--- src/rtl/dpi_call_responder.sv ---
// Responder for foreign-initiated calls: queues tagged requests in a FIFO and
// executes them strictly in order, returning exactly one tagged response each.
module dpi_call_responder #(
   parameter int unsigned ARGW       = 4,
   parameter int unsigned TAGW       = 4,
   parameter int unsigned DEPTH      = 4,
   parameter int unsigned CTX_CYCLES = 3
) (
   input  logic                             clk,
   input  logic                             reset,
   input  logic                             req_valid,
   output logic                             req_ready,
   input  logic [2:0]                       req_func,
   input  logic [TAGW-1:0]                  req_tag,
   input  logic [ARGW-1:0]                  req_a,
   input  logic [ARGW-1:0]                  req_b,
   output logic                             rsp_valid,
   input  logic                             rsp_ready,
   output logic [TAGW-1:0]                  rsp_tag,
   output logic [31:0]                      rsp_data,
   output logic                             rsp_err,
   output logic [$clog2(DEPTH+1):0]         outstanding
);

   localparam int unsigned AW = $clog2(DEPTH);
   localparam int unsigned OW = $clog2(DEPTH+1) + 1;
   localparam int unsigned CW = $clog2(CTX_CYCLES + 1);

   typedef struct packed {
      logic [2:0]      func;
      logic [TAGW-1:0] tag;
      logic [ARGW-1:0] a;
      logic [ARGW-1:0] b;
   } req_t;

   typedef enum logic [1:0] {S_IDLE, S_WAIT, S_RESP} state_t;

   req_t            mem [DEPTH];
   logic [AW:0]     wr_ptr, rd_ptr;
   logic            full, empty, push, pop;
   req_t            head;

   state_t          state, state_nx;
   logic [CW-1:0]   cnt, cnt_nx;
   logic [TAGW-1:0] ctx_tag, ctx_tag_nx;
   logic            load, rsp_done;
   logic [TAGW-1:0] ld_tag;
   logic [31:0]     ld_data;
   logic            ld_err;
   logic [ARGW:0]   sum;

   // Extra pointer bit separates full from empty when the indices match
   assign full      = (wr_ptr[AW] != rd_ptr[AW]) && (wr_ptr[AW-1:0] == rd_ptr[AW-1:0]);
   assign empty     = (wr_ptr == rd_ptr);
   assign req_ready = !full;
   assign push      = req_valid && req_ready;
   assign head      = mem[rd_ptr[AW-1:0]];
   assign sum       = {1'b0, head.a} + {1'b0, head.b};

   // FIFO storage write
   always_ff @(posedge clk) begin
      if (push) mem[wr_ptr[AW-1:0]] <= '{func: req_func, tag: req_tag, a: req_a, b: req_b};
   end

   // FIFO pointers
   always_ff @(posedge clk) begin
      if (reset) begin
         wr_ptr <= '0;
         rd_ptr <= '0;
      end else begin
         if (push) wr_ptr <= wr_ptr + (AW+1)'(1);
         if (pop)  rd_ptr <= rd_ptr + (AW+1)'(1);
      end
   end

   // FSM state register, context countdown and tag held across the context task
   always_ff @(posedge clk) begin
      if (reset) begin
         state   <= S_IDLE;
         cnt     <= '0;
         ctx_tag <= '0;
      end else begin
         state   <= state_nx;
         cnt     <= cnt_nx;
         ctx_tag <= ctx_tag_nx;
      end
   end

   // FSM next state: pop and execute in IDLE, count down in WAIT, hold in RESP
   always_comb begin
      state_nx   = state;
      cnt_nx     = cnt;
      ctx_tag_nx = ctx_tag;
      pop        = 1'b0;
      load       = 1'b0;
      rsp_done   = 1'b0;
      ld_tag     = '0;
      ld_data    = '0;
      ld_err     = 1'b0;
      case (state)
         S_IDLE: begin
            if (!empty) begin
               pop = 1'b1;
               if (head.func == 3'd3) begin
                  cnt_nx     = CW'(CTX_CYCLES - 1);
                  ctx_tag_nx = head.tag;
                  state_nx   = S_WAIT;
               end else begin
                  load   = 1'b1;
                  ld_tag = head.tag;
                  ld_err = head.func[2];
                  case (head.func)
                     3'd0:    ld_data = 32'(|head.a);
                     3'd1:    ld_data = 32'(&head.a);
                     3'd2:    ld_data = 32'(sum);
                     default: ld_data = '0;
                  endcase
                  state_nx = S_RESP;
               end
            end
         end
         S_WAIT: begin
            if (cnt == '0) begin
               load     = 1'b1;
               ld_tag   = ctx_tag;
               state_nx = S_RESP;
            end else begin
               cnt_nx = cnt - CW'(1);
            end
         end
         S_RESP: begin
            if (rsp_ready) begin
               rsp_done = 1'b1;
               state_nx = S_IDLE;
            end
         end
         default: state_nx = S_IDLE;
      endcase
   end

   // Response registers: loaded on completion, held until the handshake
   always_ff @(posedge clk) begin
      if (reset) begin
         rsp_valid <= 1'b0;
         rsp_tag   <= '0;
         rsp_data  <= '0;
         rsp_err   <= 1'b0;
      end else if (load) begin
         rsp_valid <= 1'b1;
         rsp_tag   <= ld_tag;
         rsp_data  <= ld_data;
         rsp_err   <= ld_err;
      end else if (rsp_done) begin
         rsp_valid <= 1'b0;
      end
   end

   // Calls in flight: queued plus executing or awaiting response handshake
   always_ff @(posedge clk) begin
      if (reset) begin
         outstanding <= '0;
      end else begin
         case ({push, rsp_done})
            2'b10:   outstanding <= outstanding + OW'(1);
            2'b01:   outstanding <= outstanding - OW'(1);
            default: outstanding <= outstanding;
         endcase
      end
   end

endmodule

--- config.mk ---
export PLATFORM = sky130hd
export DESIGN_NAME = dpi_call_responder
export DESIGN_NICKNAME = d
export VERILOG_FILES = /design/src/rtl/dpi_call_responder.sv
export SDC_FILE = /design/constraint.sdc
export NUM_CORES = 1
export LEC_CHECK = 0
export CAP_MARGIN = 40
export CORE_ASPECT_RATIO = 1.75
export CORE_MARGIN = 2
export CORE_UTILIZATION = 46
export CTS_CLUSTER_DIAMETER = 150
export DETAILED_ROUTE_END_ITERATION = 16
export PLACE_DENSITY = 0.72
export SKIP_CTS_REPAIR_TIMING = 1
export SLEW_MARGIN = 25
export SYNTH_ARGS = -nofsm -noshare
export SYNTH_HDL_FRONTEND = slang
export SYNTH_SLANG_ARGS = --single-unit
--- constraint.sdc ---
create_clock -name clk -period 6.2 [get_ports clk]
set_input_delay 0.62 -clock clk [delete_from_list [all_inputs] [get_ports clk]]
set_output_delay 0.62 -clock clk [all_outputs]
set_load 0.03 [all_outputs]
==> key figures, run 1 <==
Outcome
  • Result of the run: completed

Timing
  • Max-slew headroom: 52.3%
  • Setup Total Neg Slack: 0 ns
  • Post-route minimum period: approximately 2.8 ns
  • Setup repair after global routing missed its margin: no
  • Least-Margin Pin Slew: a little over 0.7 ns
  • Final Hold Vio Count: 0
  • Number of slew-limit violations in the final report: 0
  • Maximum clock frequency: approximately 360 MHz
  • Setup clock skew after layout: approximately 0.0048 ns
  • Final setup violation count: 0
  • Post-route clock period utilization: 44.7%

Setup path
  • Crit end category: register
  • Biggest fanout along the worst timing path: 8
  • Path type of the worst setup path: in -> reg
  • Slack of the worst reg-to-reg path: ~3.5 ns
  • Kind of start point of the critical path: primary input
  • Launch point of the critical path: req_valid
  • Path depth of the worst reg2reg path: 10
  • Endpoint of the worst register-to-register path: outstanding[3]$_SDFFE_PP0P_
  • Required time of the critical path: roughly 6.5 ns
  • End of the critical path: outstanding[3]$_SDFFE_PP0P_
  • Data arrival time of the critical path: a little over 3 ns
  • Startpoint of the most critical register-to-register path: wr_ptr[0]$_SDFFE_PP0P_

Clocking
  • Max H-tree Level: 3
  • Worst-skew pair later-pin latency: 0.34 ns
  • Clk root buf: sky130_fd_sc_hd__clkbuf_16
  • CTS sink count: 91
  • CTS max path bufs: 2
  • Number of buffers created by CTS: 9
  • CTS tree: done
  • Clock-pin transition on the worst setup and hold timing paths: 0.06 ns

Final layout
  • Final instance area: between 4000 and 5000 µm²
  • Layout cell share with drive strength beyond 1: between 10% and 20%
  • Commonest cells after routing, fill and taps aside: sky130_fd_sc_hd__edfxtp_1, sky130_fd_sc_hd__clkdlybuf4s50_1, sky130_fd_sc_hd__dfxtp_1
  • Synthesis-to-finish area growth: 16.4%
  • Layout fillers: 704
  • Commonest non-fill, non-tap cell in the layout: sky130_fd_sc_hd__edfxtp_1
  • Final nets: 353
  • Sequential cell area: ~2400 µm²
  • Area taken by multi-input logic gates: roughly 1400 µm²
  • Total inserted antenna cells: 0

Place
  • Dpl hpwl: 4700 µm
  • Area post-placement: approximately 4300 µm²
  • Count of input and output buffers: 34
  • Final Wtd Congestion: slightly below 0.8

Yosys
  • Register bit count reported by yosys: 91
  • Post-synth top area cell: sky130_fd_sc_hd__edfxtp_1
  • Sequential cell area fraction in the yosys report: between 60% and 70%
  • Most common flop cell mapped by yosys: sky130_fd_sc_hd__edfxtp_1
  • Number of cells produced by synthesis: 277
  • Avg Cell Area, Syn: between 10 and 15 µm²
  • Main area contributors after synthesis: sky130_fd_sc_hd__edfxtp_1, sky130_fd_sc_hd__dfxtp_1, sky130_fd_sc_hd__mux4_2
  • Library cells used by synthesis: 44
  • Post-synthesis async set-or-reset flop share: 0%
  • Synth Warn #: 0
  • Count of flip-flops with a built-in enable after synthesis: 60
  • Synth Cell Area: between 3000 and 4000 µm²
  • Top cell type's share of synthesized area: a little under half

Detailed routing
  • First-pass iteration count of the detailed router: 4
  • Drt total wl: roughly 6500 µm
  • Routed WL per cell: about 15 µm
  • Via-per-instance ratio: 4.95
  • Starting DRC count in detailed routing: 93
  • Via Count: 2171
  • Residual DRC count: 0
  • Remaining number of nets flagged by the antenna check after routing: 0

Power and ir drop
  • Total leakage power: about 1.6 nW
  • Net Sw Frac: 32.9%
  • Largest vdd supply drop: 0.195 mV
  • Cell-internal power: between 1 and 1.5 mW
  • Switching power summed over all nets: around 0.62 mW
  • Sequential share of power: 41.3%
  • Clock network fraction of design power: 25.1%
  • Pwr Density: approximately 410 nW/µm²
  • Comb pwr share: about a third

Global route
  • Aggregate global-route resource usage: about 15%
  • Pin count of the biggest net entering global routing: 31
  • Total overflow reported by the global router: 0
  • Via count of the first global-routing pass: approximately 2100
  • Wire length of the first global-routing pass: around 10000 µm
  • Antenna violations before repair: 0

Hold path
  • Hold WC Path Type: reg -> reg

Floorplan
  • Number of rows in the core area: 44
  • Core region area: around 8400 µm²
  • Width of the chip: approximately 74 µm
  • Initial Utilization: a little under half
  • DIE AREA: between 9000 and 10000 µm²
  • I/O pins: between 60 and 70
  • Die H: between 100 and 150 µm

Run
  • Maximum capacitance violations: 0
-- worst min path at each step --
stage | from | to | cells past startpoint
floorplan | ctx_tag[0]$_SDFFE_PP0P_ | ctx_tag[0]$_SDFFE_PP0P_ | 2
global placement | rsp_tag[0]$_SDFFE_PP0P_ | rsp_tag[0]$_SDFFE_PP0P_ | 2
detailed placement | rsp_tag[0]$_SDFFE_PP0P_ | rsp_tag[0]$_SDFFE_PP0P_ | 2
CTS | rsp_tag[0]$_SDFFE_PP0P_ | rsp_tag[0]$_SDFFE_PP0P_ | 2
global route | rsp_tag[2]$_SDFFE_PP0P_ | rsp_tag[2]$_SDFFE_PP0P_ | 2
finish | rsp_tag[3]$_SDFFE_PP0P_ | rsp_tag[3]$_SDFFE_PP0P_ | 2
-- kinds of logic after synthesis --
logic type / after synthesis / synth area share [%]
flip-flops: 91 / 60.9
AND/OR/NAND/NOR: 53 / 7.42
buffers and inverters: 48 / 7.58
AO/OA/AOI/OAI: 37 / 6.60
multiplexers: 19 / 9.49
adder cells (fa/ha/maj): 15 / 5.09
XOR/XNOR: 13 / 2.86
other: 1 / 0.0942
-- critical path, stage by stage --
cell	delay, ns
sky130_fd_sc_hd__clkdlybuf4s50_1	0.46
sky130_fd_sc_hd__inv_1	0.04
sky130_fd_sc_hd__a31oi_1	0.43
sky130_fd_sc_hd__inv_1	0.10
sky130_fd_sc_hd__ha_1	0.25
sky130_fd_sc_hd__ha_1	0.28
sky130_fd_sc_hd__a21o_1	0.17
sky130_fd_sc_hd__a21oi_1	0.16
sky130_fd_sc_hd__xnor2_1	0.09
sky130_fd_sc_hd__or3_1	0.30
sky130_fd_sc_hd__a21oi_1	0.15
-- sequential cells by signal, indices dropped and copies added, names as in the netlist, named ones only --
name         flops
rsp_err          1
rsp_tag          4
rd_ptr           3
outstanding      4
wr_ptr           3
rsp_data         5
ctx_tag          4
cnt              2
rsp_valid        1
mem             60
state            2
-- routing by layer --
metal | vias up | share of wire [%] | global-route usage [%]
met4 | 0 | 2.7 | 7.88
met2 | 51 | 54 | 25.6
li1 | 1046 | - | -
met3 | 14 | 3.9 | 3.79
met1 | 1060 | 39 | 17.2
met5 | - | 0 | 0
-- Yosys cell counts, types with 2 or more instances --
library cell,instances
sky130_fd_sc_hd__nor4_1,2
sky130_fd_sc_hd__edfxtp_1,60
sky130_fd_sc_hd__or3_1,2
sky130_fd_sc_hd__a21o_1,2
sky130_fd_sc_hd__and3b_1,2
sky130_fd_sc_hd__inv_1,14
sky130_fd_sc_hd__dfxtp_1,31
sky130_fd_sc_hd__xor2_1,4
sky130_fd_sc_hd__xnor2_1,9
sky130_fd_sc_hd__nand2_1,11
sky130_fd_sc_hd__a22oi_1,9
sky130_fd_sc_hd__ha_1,13
sky130_fd_sc_hd__mux2i_1,4
sky130_fd_sc_hd__nor3_1,2
sky130_fd_sc_hd__buf_6,2
sky130_fd_sc_hd__a21oi_1,15
sky130_fd_sc_hd__fa_1,2
sky130_fd_sc_hd__nor2_1,20
sky130_fd_sc_hd__buf_4,28
sky130_fd_sc_hd__and2_1,5
sky130_fd_sc_hd__clkbuf_1,3
sky130_fd_sc_hd__mux4_2,15
-- power by group through the flow --
stage	combinational (mW)	sequential [mW]	clock, mW
6_report	0.637	0.785	0.477
5_1_grt	0.695	0.795	0.510
4_1_cts	0.642	0.788	0.485
3_5_place_dp	0.637	0.800	0
3_3_place_gp	0.607	0.810	0
2_1_floorplan	0.456	0.832	0
-- through the flow --
step	hold slack [ns]	utilization, %	setup WS (ns)	power (mW)	instances
after global routing	0.476	55.4	3.21	2.00	439
after detailed placement	0.449	51.8	3.05	1.44	420
after CTS	0.457	54.9	3.39	1.91	436
final	0.453	55.4	3.43	1.90	439
after global placement	0.444	51.5	3.14	1.42	418
after floorplan	0.461	-	3.73	1.29	303
-- cell type report --
type	count	share of cell area, %
flip-flops and latches	91	52.3
multi-input cells	164	29.2
repair buffers	39	8.61
clock buffers	10	4.94
well taps	115	3.11
inverters	14	1.13
clock inverters	6	0.702
No activity file was read; power rests on OpenSTA's default activity.
==> run 2, diff against run 1 <==
- clock period: 6.2 -> 2.72 ns (I/O delays scaled with it)
==> run 2 against run 1 <==
Net effect:
- clock skew is essentially flat
- total power grew 130%
- critical path depth shrank 5
- global-route usage grew 0.49 points
- first-iteration DRC count grew 34%
- sequential share of layout area shrank 0.42 points
- cell area grew 0.81%
- via count grew 0.97%
- critical path type is now reg -> reg
==> key figures, run 2 (synthesis results as in run 1) <==
Setup path
  • Required time of the critical path: 2.99 ns (was 6.46 ns)
  • Path type of the worst setup path: reg -> reg (was in -> reg)
  • Kind of start point of the critical path: register (was primary input)
  • Path depth of the worst reg2reg path: 6 (was 10)
  • Data arrival time of the critical path: 2.70 ns (was 3.03 ns)
  • Biggest fanout along the worst timing path: 12 (was 8)
  • Crit end category: register (unchanged)
  • Endpoint of the worst register-to-register path: rsp_data[0]$_SDFFE_PP0P_ (was outstanding[3]$_SDFFE_PP0P_)
  • Slack of the worst reg-to-reg path: 0.29 ns (was 3.49 ns)

Clocking
  • CTS tree: done (unchanged)
  • CTS max path bufs: 2 (unchanged)
  • CTS sink count: 91 (unchanged)
  • Number of buffers created by CTS: 9 (unchanged)
  • Worst-skew pair later-pin latency: 0.34 ns (about the same)
  • Clk root buf: sky130_fd_sc_hd__clkbuf_16 (unchanged)
  • Max H-tree Level: 3 (unchanged)
  • Clock-pin transition on the worst setup and hold timing paths: 0.06 ns (about the same)

Detailed routing
  • Via Count: 2192 (was 2171)
  • Starting DRC count in detailed routing: 125 (was 93)
  • Via-per-instance ratio: 4.93 (was 4.95)
  • Routed WL per cell: 14.8 µm (about the same)
  • Remaining number of nets flagged by the antenna check after routing: 0 (unchanged)
  • Residual DRC count: 0 (unchanged)
  • First-pass iteration count of the detailed router: 4 (unchanged)
  • Drt total wl: 6610 µm (was 6510 µm)

Global route
  • Pin count of the biggest net entering global routing: 31 (unchanged)
  • Antenna violations before repair: 0 (unchanged)
  • Aggregate global-route resource usage: 15.6% (was 15.1%)
  • Via count of the first global-routing pass: 2230 (was 2102)
  • Wire length of the first global-routing pass: 10800 µm (was 10400 µm)
  • Total overflow reported by the global router: 0 (unchanged)

Place
  • Placed cell count: 429 (was 420)
  • Dpl hpwl: 4860 µm (was 4700 µm)
  • Area post-placement: 4410 µm² (was 4330 µm²)
  • Count of input and output buffers: 34 (unchanged)
  • Final Wtd Congestion: 0.769 (was 0.782)
  • Placement Setup Slack: 0.239 ns (was 3.05 ns)

Timing
  • Least-Margin Pin Slew: 0.654 ns (was 0.714 ns)
  • Final setup violation count: 0 (unchanged)
  • Post-route clock period utilization: about nine tenths
  • Setup repair after global routing missed its margin: no (unchanged)
  • Setup clock skew after layout: 0.00511 ns (was 0.00483 ns)
  • Maximum clock frequency: between 400 and 500 MHz
  • Post-route setup slack: 0.286 ns (was 3.43 ns)
  • Post-route minimum period: between 2 and 2.5 ns
  • Final hold slack: 0.458 ns (was 0.453 ns)
  • Final Hold Vio Count: 0 (unchanged)
  • Max-slew headroom: 56.4% (was 52.3%)
  • Number of slew-limit violations in the final report: 0 (unchanged)
  • Setup Total Neg Slack: 0 ns (unchanged)

Floorplan
  • Number of rows in the core area: 44 (unchanged)
  • Initial Utilization: 47.6% (unchanged)
  • Core region area: 8370 µm² (unchanged)
  • Width of the chip: 74.3 µm (unchanged)
  • Die H: 127 µm (unchanged)
  • I/O pins: 62 (unchanged)
  • DIE AREA: 9440 µm² (unchanged)

Hold path
  • Hold Crit Endpoint: rsp_tag[1]$_SDFFE_PP0P_ (was rsp_tag[3]$_SDFFE_PP0P_)
  • Worst hold path cell count: 2 (unchanged)
  • Min-Delay Startpoint: rsp_tag[1]$_SDFFE_PP0P_ (was rsp_tag[3]$_SDFFE_PP0P_)
  • Hold WC Path Type: reg -> reg (unchanged)

Power and ir drop
  • Largest vdd supply drop: 0.381 mV (was 0.195 mV)
  • Pwr Density: 932 nW/µm² (was 410 nW/µm²)
  • Total power of the final layout: 4.35 mW (was 1.90 mW)
  • Total leakage power: 1.67 nW (was 1.65 nW)

Outcome
  • Result of the run: completed (unchanged)

Run
  • Maximum capacitance violations: 0 (unchanged)

Final layout
  • Layout fillers: 711 (was 704)
  • Final core occ: 55.8% (was 55.4%)
  • Sequential cell area: 2420 µm² (unchanged)
  • Number of cells in the finished layout apart from fillers: 445 (was 439)
  • Area taken by multi-input logic gates: 1350 µm² (unchanged)
  • Final nets: 359 (was 353)
  • Commonest cells after routing, fill and taps aside: sky130_fd_sc_hd__edfxtp_1, sky130_fd_sc_hd__clkdlybuf4s50_1, sky130_fd_sc_hd__dfxtp_1 (unchanged)
  • Final instance area: 4670 µm² (was 4630 µm²)
  • Total inserted antenna cells: 0 (unchanged)
  • Commonest non-fill, non-tap cell in the layout: sky130_fd_sc_hd__edfxtp_1 (unchanged)
  • Synthesis-to-finish area growth: 17.4% (was 16.4%)
  • Layout cell share with drive strength beyond 1: 15.2% (was 13.6%)
  • Largest register FFs: 60 (unchanged)
## run 2: cell type report
cell class | count | share of cell area (%)
Sequential cell | 91 | 51.9
Clock buffer | 11 | 4.98
Inverter | 14 | 1.13
Clock inverter | 5 | 0.643
Tap cell | 115 | 3.08
Timing Repair Buffer | 45 | 9.32
Multi-Input combinational cell | 164 | 29.0
## run 2: power by group
part	internal [mW]	leakage [nW]	total [mW]	switching, mW
clock	0.612	0.118	1.09	0.478
sequential	1.65	0.804	1.79	0.140
combinational	0.670	0.750	1.48	0.806
total	2.93	1.67	4.35	1.42
## run 2: per-layer routing
| metal | track usage (%) | up-vias | wire length (µm) | share of wire (%) |
|---|---|---|---|---|
| li1 | - | 1054 | - | - |
| met2 | 27.3 | 50 | 3680 | 56 |
| met4 | 7.35 | 0 | 149 | 2.3 |
| met5 | 0 | - | 0 | 0 |
| met1 | 16.9 | 1079 | 2520 | 38 |
| met3 | 4.50 | 9 | 258 | 3.9 |
## run 2: worst max-delay path: stages (launching register included)
cell and delay, ns:
sky130_fd_sc_hd__dfxtp_1 0.68, sky130_fd_sc_hd__buf_4 0.25, sky130_fd_sc_hd__mux4_2 0.56, sky130_fd_sc_hd__nand3b_4 0.23, sky130_fd_sc_hd__a21oi_4 0.34, sky130_fd_sc_hd__a22oi_1 0.15
sky130_fd_sc_hd__a21oi_1 0.15
## run 2: worst max path at each step
| stage | from | endpoint | slack (ns) | cells past startpoint |
|---|---|---|---|---|
| final | register | rsp_data[0]$_SDFFE_PP0P_ | 0.29 | 6 |
| after global routing | register | rsp_data[3]$_SDFFE_PP0P_ | 0.08 | 7 |
| after CTS | register | rsp_data[0]$_SDFFE_PP0P_ | 0.23 | 6 |
| after detailed placement | req_valid | outstanding[3]$_SDFFE_PP0P_ | 0.24 | 11 |
| after global placement | req_valid | outstanding[3]$_SDFFE_PP0P_ | 0.32 | 11 |
| after floorplan | wr_ptr[0]$_SDFFE_PP0P_ | outstanding[3]$_SDFFE_PP0P_ | 0.28 | 10 |
